## src/rtl/rename_regfile_pkg.sv

```systemverilog
// ---------------------------------------------------------------------------
// rename_regfile_pkg
//
// Purpose: shared constants and helpers for the rename register file slice.
//          Holds the architectural register count, the register index and
//          ROB tag widths, and the index of the hardwired-zero register x0.
//
// Contents:
//   REG_NUM        - number of architectural registers
//   REG_ID_BIT     - register index width
//   ROB_WIDTH_BIT  - ROB tag width
//   X0_IDX         - index of the hardwired-zero register
//   isArchWrite()  - true when an index names a writable register (not x0)
// ---------------------------------------------------------------------------
package rename_regfile_pkg;

    localparam int REG_NUM       = 32;
    localparam int REG_ID_BIT    = 5;
    localparam int ROB_WIDTH_BIT = 4;
    localparam int DATA_WIDTH    = 32;

    localparam logic [REG_ID_BIT-1:0] X0_IDX = '0;

    typedef logic [REG_ID_BIT-1:0]    regIdT;
    typedef logic [ROB_WIDTH_BIT-1:0] robTagT;
    typedef logic [DATA_WIDTH-1:0]    dataT;

    // x0 is hardwired to zero, so every write path must skip it.
    function automatic logic isArchWrite(input regIdT id);
        return (id != X0_IDX);
    endfunction

endpackage

```

## src/rtl/rename_regfile_read_port.sv

```systemverilog
// ---------------------------------------------------------------------------
// rename_regfile_read_port
//
// Purpose: combinational operand lookup for one source register. Returns
//          either the stored value (not busy) or the ROB tag still pending
//          (busy). x0 always reads as not busy with value 0.
//
// Optional feature: when REGFILE_BYPASS_EN is defined, a commit whose ROB id
//          matches the pending tag of the looked-up register is forwarded to
//          the output in the same cycle, independent of rdy_in.
//
// Ports:
//   i_rs         - source register index
//   i_values     - stored register values (all registers)
//   i_busy       - stored busy bits (all registers)
//   i_tags       - stored rename tags (all registers)
//   i_writeEn    - commit strobe from the ROB
//   i_regId      - committed register index
//   i_robId      - committing ROB entry
//   i_valueIn    - committed value
//   o_busy       - operand still waits on a ROB entry
//   o_tag        - ROB entry to wait on (0 when not busy)
//   o_value      - operand value (0 when busy)
// ---------------------------------------------------------------------------
module rename_regfile_read_port
    import rename_regfile_pkg::*;
(
    input  logic [REG_ID_BIT-1:0]    i_rs,
    input  logic [DATA_WIDTH-1:0]    i_values [REG_NUM],
    input  logic                     i_busy   [REG_NUM],
    input  logic [ROB_WIDTH_BIT-1:0] i_tags   [REG_NUM],
    input  logic                     i_writeEn,
    input  logic [REG_ID_BIT-1:0]    i_regId,
    input  logic [ROB_WIDTH_BIT-1:0] i_robId,
    input  logic [DATA_WIDTH-1:0]    i_valueIn,
    output logic                     o_busy,
    output logic [ROB_WIDTH_BIT-1:0] o_tag,
    output logic [DATA_WIDTH-1:0]    o_value
);

`ifdef REGFILE_BYPASS_EN
    // The commit resolves this operand only if it is the exact producer the
    // register is waiting on; a stale commit from an older producer must not
    // be forwarded.
    logic w_bypassHit;
    assign w_bypassHit = i_writeEn && (i_regId == i_rs) && (i_tags[i_rs] == i_robId);
`else
    // Without forwarding the commit bus is not needed for lookup.
    logic w_unusedCommit;
    assign w_unusedCommit = ^{i_writeEn, i_regId, i_robId, i_valueIn};
`endif

    // Lookup: x0 reads as zero; a busy register exposes its tag and hides its
    // value; an idle register exposes its value and reports tag 0.
    always_comb begin
        o_busy  = 1'b0;
        o_tag   = '0;
        o_value = '0;
        if (i_rs != X0_IDX) begin
            if (i_busy[i_rs]) begin
`ifdef REGFILE_BYPASS_EN
                if (w_bypassHit) begin
                    o_value = i_valueIn;
                end else begin
                    o_busy = 1'b1;
                    o_tag  = i_tags[i_rs];
                end
`else
                o_busy = 1'b1;
                o_tag  = i_tags[i_rs];
`endif
            end else begin
                o_value = i_values[i_rs];
            end
        end
    end

endmodule

```

## src/rtl/rename_regfile.sv

```systemverilog
// ---------------------------------------------------------------------------
// rename_regfile
//
// Purpose: architectural register file with per-register rename tags for the
//          out-of-order core. The decoder renames destinations to ROB entries
//          and reads operands; the ROB commit port retires results; a flush
//          clears every pending tag.
//
// Optional feature: REGFILE_BYPASS_EN enables commit-to-read forwarding in the
//          read ports (see rename_regfile_read_port).
//
// Ports:
//   clk_in, rst_in       - clock, asynchronous active-high reset
//   rdy_in               - low pauses all state updates
//   rename_en/_rd/_rob_id- destination rename from the decoder
//   rs1, rs2             - operand indices
//   rsN_busy/_tag/_value - operand lookup results (combinational)
//   write_en/reg_id/rob_id/value_in - ROB commit port
//   clear_all            - misprediction flush of all busy bits
// ---------------------------------------------------------------------------
module rename_regfile
    import rename_regfile_pkg::*;
(
    input  logic                     clk_in,
    input  logic                     rst_in,
    input  logic                     rdy_in,
    input  logic                     rename_en,
    input  logic [REG_ID_BIT-1:0]    rename_rd,
    input  logic [ROB_WIDTH_BIT-1:0] rename_rob_id,
    input  logic [REG_ID_BIT-1:0]    rs1,
    input  logic [REG_ID_BIT-1:0]    rs2,
    output logic                     rs1_busy,
    output logic                     rs2_busy,
    output logic [ROB_WIDTH_BIT-1:0] rs1_tag,
    output logic [ROB_WIDTH_BIT-1:0] rs2_tag,
    output logic [DATA_WIDTH-1:0]    rs1_value,
    output logic [DATA_WIDTH-1:0]    rs2_value,
    input  logic                     write_en,
    input  logic [REG_ID_BIT-1:0]    reg_id,
    input  logic [ROB_WIDTH_BIT-1:0] rob_id,
    input  logic [DATA_WIDTH-1:0]    value_in,
    input  logic                     clear_all
);

    logic [DATA_WIDTH-1:0]    r_value [REG_NUM];
    logic                     r_busy  [REG_NUM];
    logic [ROB_WIDTH_BIT-1:0] r_tag   [REG_NUM];

    logic w_commit;
    logic w_commitResolves;
    logic w_rename;

    // A commit always writes its value (except to x0). It only releases the
    // busy bit when it comes from the producer the register currently waits
    // on; otherwise a younger rename is still outstanding.
    assign w_commit         = write_en && isArchWrite(reg_id);
    assign w_commitResolves = w_commit && r_busy[reg_id] && (r_tag[reg_id] == rob_id);
    assign w_rename         = rename_en && isArchWrite(rename_rd) && !clear_all;

    // State update. Ordering of the non-blocking assignments matters: the
    // flush and the rename come after the commit's busy release so that,
    // on the same register in the same cycle, the rename (or the flush) has
    // the final say on busy and tag while the commit value still lands.
    always_ff @(posedge clk_in or posedge rst_in) begin
        if (rst_in) begin
            for (int i = 0; i < REG_NUM; i++) begin
                r_value[i] <= '0;
                r_busy[i]  <= 1'b0;
                r_tag[i]   <= '0;
            end
        end else if (rdy_in) begin
            if (w_commit) begin
                r_value[reg_id] <= value_in;
            end
            if (w_commitResolves) begin
                r_busy[reg_id] <= 1'b0;
            end
            if (clear_all) begin
                for (int i = 0; i < REG_NUM; i++) begin
                    r_busy[i] <= 1'b0;
                end
            end else if (w_rename) begin
                r_busy[rename_rd] <= 1'b1;
                r_tag[rename_rd]  <= rename_rob_id;
            end
        end
    end

    // Two identical operand lookups, one per source register.
    rename_regfile_read_port u_readPortRs1 (
        .i_rs      (rs1),
        .i_values  (r_value),
        .i_busy    (r_busy),
        .i_tags    (r_tag),
        .i_writeEn (write_en),
        .i_regId   (reg_id),
        .i_robId   (rob_id),
        .i_valueIn (value_in),
        .o_busy    (rs1_busy),
        .o_tag     (rs1_tag),
        .o_value   (rs1_value)
    );

    rename_regfile_read_port u_readPortRs2 (
        .i_rs      (rs2),
        .i_values  (r_value),
        .i_busy    (r_busy),
        .i_tags    (r_tag),
        .i_writeEn (write_en),
        .i_regId   (reg_id),
        .i_robId   (rob_id),
        .i_valueIn (value_in),
        .o_busy    (rs2_busy),
        .o_tag     (rs2_tag),
        .o_value   (rs2_value)
    );

endmodule
```

## config.mk

```make
export PLATFORM = sky130hd
export DESIGN_NAME = rename_regfile
export DESIGN_NICKNAME = d
export VERILOG_FILES = /design/src/rtl/rename_regfile_pkg.sv /design/src/rtl/rename_regfile_read_port.sv /design/src/rtl/rename_regfile.sv
export SDC_FILE = /design/constraint.sdc
export NUM_CORES = 2
export LEC_CHECK = 0
export ABC_AREA = 1
export ABC_CLOCK_PERIOD_IN_PS = 38700
export BUFFER_PORTS_ARGS = -buffer_cell sky130_fd_sc_hd__buf_2
export CAP_MARGIN = 30
export CORE_AREA = 8 8 482 484
export DETAILED_ROUTE_END_ITERATION = 10
export DIE_AREA = 0 0 490 492
export PLACE_DENSITY = 0.51
export SYNTH_ARGS = -nofsm -noshare
export SYNTH_HDL_FRONTEND = slang
export SYNTH_SLANG_ARGS = --single-unit
```

## constraint.sdc

```tcl
create_clock -name clk_in -period 38.7 [get_ports clk_in]
set_input_delay 5.805 -clock clk_in [delete_from_list [all_inputs] [get_ports clk_in]]
set_output_delay 5.805 -clock clk_in [all_outputs]
set_load 0.005 [all_outputs]
```

Word-level counts from Yosys, hierarchy flattened
Cells that the tools add are included.

word-level totals
  word-level logic and storage cells = 175
  bits in registers = 1184

cells by class
  magnitude comparators = 6
  bitwise gates (word level) = 8
  reductions and logical operators = 14
  equal/unequal tests = 1
  muxes and demuxes = 50

operator list
  kind                count
  $bwmux 1024         1
  $mux 32             13
  $bmux 32 s5         2
  $demux 32 s5        1
  $bwmux 128          1
  $bmux 4 s5          3
  $mux 4              11
  $and 32x32->32      1
  $not 32->32         1
  $or 32x32->32       1
  $ge 6x6->1 const B  4
  $not 5->6           4
  $demux 4 s5         1
  $reduce_bool 5->1   4
  $bmux 1 s5          3
  $lt 6x1->1 const B  2
  $mux 1              12
  $demux 1 s5         2
  $logic_and 1x1->1   7
  $eq 4x4->1          1
  $reduce_and 3->1    1
  $reduce_and 2->1    1
  $logic_not 1->1     1
  $not 1->1           1

Longest topological paths before layout
  depth after elaboration = 12
  depth in mapped cells = 20
  mapped depth without buffers = 17

Cells and area by module
A second synthesis with hierarchy kept.

unflattened totals
  cells, all modules = 8969
  area total of the unflattened synthesis = 74816.8 um^2

by module, submodules not included
  module                    times used  area an instance (um^2)  cells an instance
  rename_regfile            1           50826.2                  3509
  rename_regfile_read_port  2           11995.3                  2730

Worst setup path after synthesis
Ideal clock, no wire load.

  kind = input-to-output
  from = input rs1[0]
  to = output rs1_tag[0]
  data arrival time = 7.394 ns
  setup slack = 25.501 ns
  stages on the path = 9
  cell sequence = inv_1 buf_2 clkbuf_1 clkbuf_1 buf_2 nor2_1 o21ai_0 o221ai_1 a311oi_1

between the ends
  word-level cells in the longest chain between the ends = 6

RTL lines
  element                                                                     line                                                            RTL
  start: declaration                                                          rename_regfile.sv:30                                            input logic [REG_ID_BIT-1:0] rs1,
  $not 5->6 (not written as such)                                             rename_regfile_read_port.sv:60, rename_regfile_read_port.sv:70
  $bmux 4 s5 / $bmux 1 s5 (equally long branches)                             rename_regfile_read_port.sv:70, rename_regfile_read_port.sv:60
  $mux 4 (not written as such) / $mux 1 (equally long branches) (2 in a row)  rename_regfile_read_port.sv:70, rename_regfile_read_port.sv:60
  $mux 4                                                                      rename_regfile_read_port.sv:60                                  if (i_busy[i_rs]) begin
  $mux 4 *                                                                    rename_regfile_read_port.sv:59                                  if (i_rs != X0_IDX) begin
  end: declaration                                                            rename_regfile.sv:34                                            output logic [ROB_WIDTH_BIT-1:0] rs1_tag,

Every way passes the cells marked *; elsewhere a longest branch is shown, timed or not. The select of a mux whose other input is x is not followed.

Worst setup path in the final report
  from = input rs2[0]
  to = output rs2_value[12]

between the ends
  word-level cells in the longest chain between the ends = 6

RTL lines
  element                                                                      line                                                            RTL
  start: declaration                                                           rename_regfile.sv:31                                            input logic [REG_ID_BIT-1:0] rs2,
  $not 5->6 (not written as such)                                              rename_regfile_read_port.sv:60, rename_regfile_read_port.sv:73
  $bmux 32 s5 / $bmux 1 s5 (equally long branches)                             rename_regfile_read_port.sv:73, rename_regfile_read_port.sv:60
  $mux 32 (not written as such) / $mux 1 (equally long branches) (2 in a row)  rename_regfile_read_port.sv:73, rename_regfile_read_port.sv:60
  $mux 32                                                                      rename_regfile_read_port.sv:60
  $mux 32 *                                                                    rename_regfile_read_port.sv:59
  end: declaration                                                             rename_regfile.sv:37                                            output logic [DATA_WIDTH-1:0] rs2_value,

Marked as above.

==> key figures <==
Global routing
  • Global-route wire length before repair: 414000 um
  • Number of antenna violations at the first check in global routing: 11
  • Total Routing Usage GR: 0.222
  • Total global routing overflow: 0
  • Via count of the first global-routing pass: 60618
  • Largest net degree at the start of global routing: 153

Worst hold path
  • Worst min-delay path class: register to register

Placed design
  • Post-DP HPWL: 153000 um
  • Number of input and output port buffers inserted: 139
  • Global placement routability congestion: 0.871

Power
  • Power consumption: 3470 uW
  • Power per standard cell area: 46.6 nW/um2
  • Leakage: 0.0326 uW
  • Maximum vdd ir drop: 0.0429 mV

Job
  • Max-cap violation count: 0

Clock tree
  • Buffer levels on the longest clock path: 3
  • Clock tree from TritonCTS: yes
  • Total number of H-tree levels: 4
  • Cts bufs inserted: 139
  • Root Driver: sky130_fd_sc_hd__clkbuf_16
  • Clk sink count: 1184
  • Total of hold buffers inserted after clock tree synthesis: 0
  • Post-CTS Setup Repair Bufs: 0
  • Post-cts repair resize count: 0
  • Clock-pin slew on the worst setup and hold paths: 0.06 ns
  • Clock insertion delay at the later pin of the skew report: 0.81 ns

Layout
  • Layout filler cell count: 23388
  • Area growth from synthesis to layout: 10.9%
  • Fraction of final layout cells sized beyond drive strength 1: 0.117
  • Total number of nets in the final design: 8313

Synth
  • Number of enable-type register cells in the synthesized netlist: 0
  • Yosys Warn Count: 0
  • Cell taking the most area after synthesis: sky130_fd_sc_hd__dfrtp_1
  • Library cells used by synthesis: 30
  • Synthesized area: 67100 um2
  • Async SR Flop Fraction: 1.00
  • Top cells by instance count after synthesis: sky130_fd_sc_hd__o21ai_0, sky130_fd_sc_hd__nand2_1, sky130_fd_sc_hd__dfrtp_1
  • Top cell type's share of synthesized area: 0.442
  • Ranking of synthesized cells by area: sky130_fd_sc_hd__dfrtp_1, sky130_fd_sc_hd__o21ai_0, sky130_fd_sc_hd__a21oi_1, sky130_fd_sc_hd__nand2_1, sky130_fd_sc_hd__mux2_2
  • Yosys reg bits: 1184
  • Avg Inst Size Synth: 7.75 um2
  • Most instantiated library cell after synthesis: sky130_fd_sc_hd__o21ai_0
  • Main synth FF type: sky130_fd_sc_hd__dfrtp_1
  • Cells after Synth: 8658
  • Sequential cell area fraction in the yosys report: 0.442
  • Net count after synthesis: 8724

Drt
  • Ratio of routed vias to standard cells: 5.66
  • Remaining routing DRC violations: 0
  • Routed len/inst: 24.7 um
  • Violation count after the first detailed-routing iteration: 8077
  • First-pass DRT Iterations: 8
  • DR vias: 64152
  • Final wirelength: 281000 um
  • DRT antenna net count: 0

Setup path
  • Cells traversed along the worst timing path: buf_8, inv_8, buf_4, buf_4, a21oi_1, o21ai_0, nand3_1, nand3_1, nand3_1, a31oi_1, buf_2
  • Max incr delay on CP: 0.86 ns
  • Critical path required time: 32.90 ns
  • Critical path startpoint category: input pin
  • Critical path fanouts, max: 100
  • Most frequent cell on the critical path: sky130_fd_sc_hd__nand3_1
  • Setup CP Type: input pin to primary output
  • Worst endpoint data arrival time: 10.30 ns
  • Capturing element type of the critical path: primary output
  • Slowest stage cell on the critical path: sky130_fd_sc_hd__buf_4

Floorplan
  • Starting density of the core: 0.299
  • Count of boundary I/O pins: 140
  • Num rows: 174
  • Core area: 224000 um2
  • Horizontal extent of the die: 490 um
  • Vertical die dimension: 492 um
  • Die footprint: 241000 um2

STA
  • Slew margin rel.: 0.278
  • Number of endpoints failing setup at the final stage: 0
  • Highest clock rate: 62.1 MHz
  • Final Cycle Share: 0.416
  • Final slew viol count: 0
  • Final Skew: 0.0570 ns
  • Shortest period the worst path allows: 16.10 ns
  • Actual slew at the worst max-slew pin: 1.08 ns
  • Unrepaired setup endpoints after global routing: no
  • Endpoints failing hold: 0
  • Setup TNS: 0 ns
  • Worst hold slack across all endpoints: 0.392 ns

Status
  • Status: finished, final reports clean
## kinds of logic (layout without fill, tap and decap cells)
kind of cell,count (synthesis),count (layout),synth area share
compound gates,3216,3216,0.247
simple gates,2290,2290,0.150
buf+inv,1529,1217,0.0877
flops,1184,1184,0.442
mux,439,439,0.0737
other cells,0,5,0
## registers in the layout, summed over array words and instances, names as in the netlist
register,count
r_value,1024
r_busy,32
r_tag,128
## path summary, 6_finish.rpt
check                                     startpoint                         to  slack [ns]  depth (start not counted)
max                                           rs2[0]              rs2_value[12]       22.60                         11
min                        r_value[1000]$_DFFE_PP0P_  r_value[1000]$_DFFE_PP0P_        0.39                          0
max reg2reg                    r_tag[55]$_DFFE_PP0P_     r_busy[20]$_DFFE_PP0P_       36.19                         17
min reg2reg                r_value[1000]$_DFFE_PP0P_  r_value[1000]$_DFFE_PP0P_        0.39                          0
max in group asynchronous                     rst_in   r_value[283]$_DFFE_PP0P_       30.54                          6
min in group asynchronous                     rst_in   r_value[457]$_DFFE_PP0P_        5.00                          2
## report_power, final
part	internal (uW)	switching [uW]	total (uW)	leakage, uW
clock	741	585	1330	0.00219
combinational	208	432	641	0.0162
sequential	1420	83.0	1500	0.0143
total	2370	1100	3470	0.0326
## through the flow
step	setup WS, ns	utilization	std cells	area (um2)
2_1_floorplan	16.54	-	8658	67100
3_3_place_gp	22.58	0.311	11082	69600
3_5_place_dp	22.78	0.312	11095	69900
4_1_cts	22.78	0.332	11335	74300
5_1_grt	22.37	0.332	11339	74400
6_report	22.60	0.332	11343	74400
## worst max-delay path: cells and delay by family
kind,cells,cell delay [ns]
and+or+nand+nor,3,0.78
AOI/OAI and AO/OA,3,0.93
buffers and inverters,5,2.60
## per-layer routing
layer / vias to the layer above / GRT usage / routed length [um]
met4: 6 / 0.0826 / 11200
met2: 3276 / 0.341 / 123000
met1: 31467 / 0.309 / 121000
li1: 28798 / - / -
met3: 605 / 0.0463 / 25800
met5: - / 0 / 35
## layout make-up
class                   count  area [um2]  area share
clock inverters            43         509     0.00684
multi-input cells        5945       31700       0.426
clock buffers             197        3970      0.0533
repair buffers            294        2230      0.0300
inverters                 683        2620      0.0352
well taps                2992        3740      0.0503
flip-flops and latches   1184       29600       0.398
diodes                      5        12.5    0.000168
## cell usage in the layout (no fill, tap or decap), types with 9 or more instances in the layout
cell | Yosys | final
sky130_fd_sc_hd__buf_4 | 3 | 135
sky130_fd_sc_hd__dfrtp_1 | 1184 | 1184
sky130_fd_sc_hd__o21ai_1 | 30 | 30
sky130_fd_sc_hd__nand3_1 | 824 | 824
sky130_fd_sc_hd__clkbuf_16 | 0 | 140
sky130_fd_sc_hd__buf_16 | 0 | 9
sky130_fd_sc_hd__o21ai_0 | 1875 | 1875
sky130_fd_sc_hd__mux2_1 | 38 | 38
sky130_fd_sc_hd__nor2_1 | 113 | 110
sky130_fd_sc_hd__a21oi_1 | 1136 | 1136
sky130_fd_sc_hd__o211ai_1 | 24 | 24
sky130_fd_sc_hd__o221ai_1 | 12 | 12
sky130_fd_sc_hd__nand4_1 | 32 | 32
sky130_fd_sc_hd__nor3_1 | 13 | 11
sky130_fd_sc_hd__a311oi_1 | 66 | 65
sky130_fd_sc_hd__nand2_1 | 1266 | 1264
sky130_fd_sc_hd__mux2_2 | 401 | 401
sky130_fd_sc_hd__inv_2 | 14 | 12
sky130_fd_sc_hd__clkbuf_1 | 668 | 32
sky130_fd_sc_hd__nor3_4 | 17 | 34
sky130_fd_sc_hd__clkinv_2 | 0 | 21
sky130_fd_sc_hd__a31oi_1 | 68 | 68
sky130_fd_sc_hd__clkbuf_8 | 0 | 27
sky130_fd_sc_hd__inv_1 | 667 | 660
sky130_fd_sc_hd__buf_2 | 102 | 131
Power figures use the tool's default switching activity.
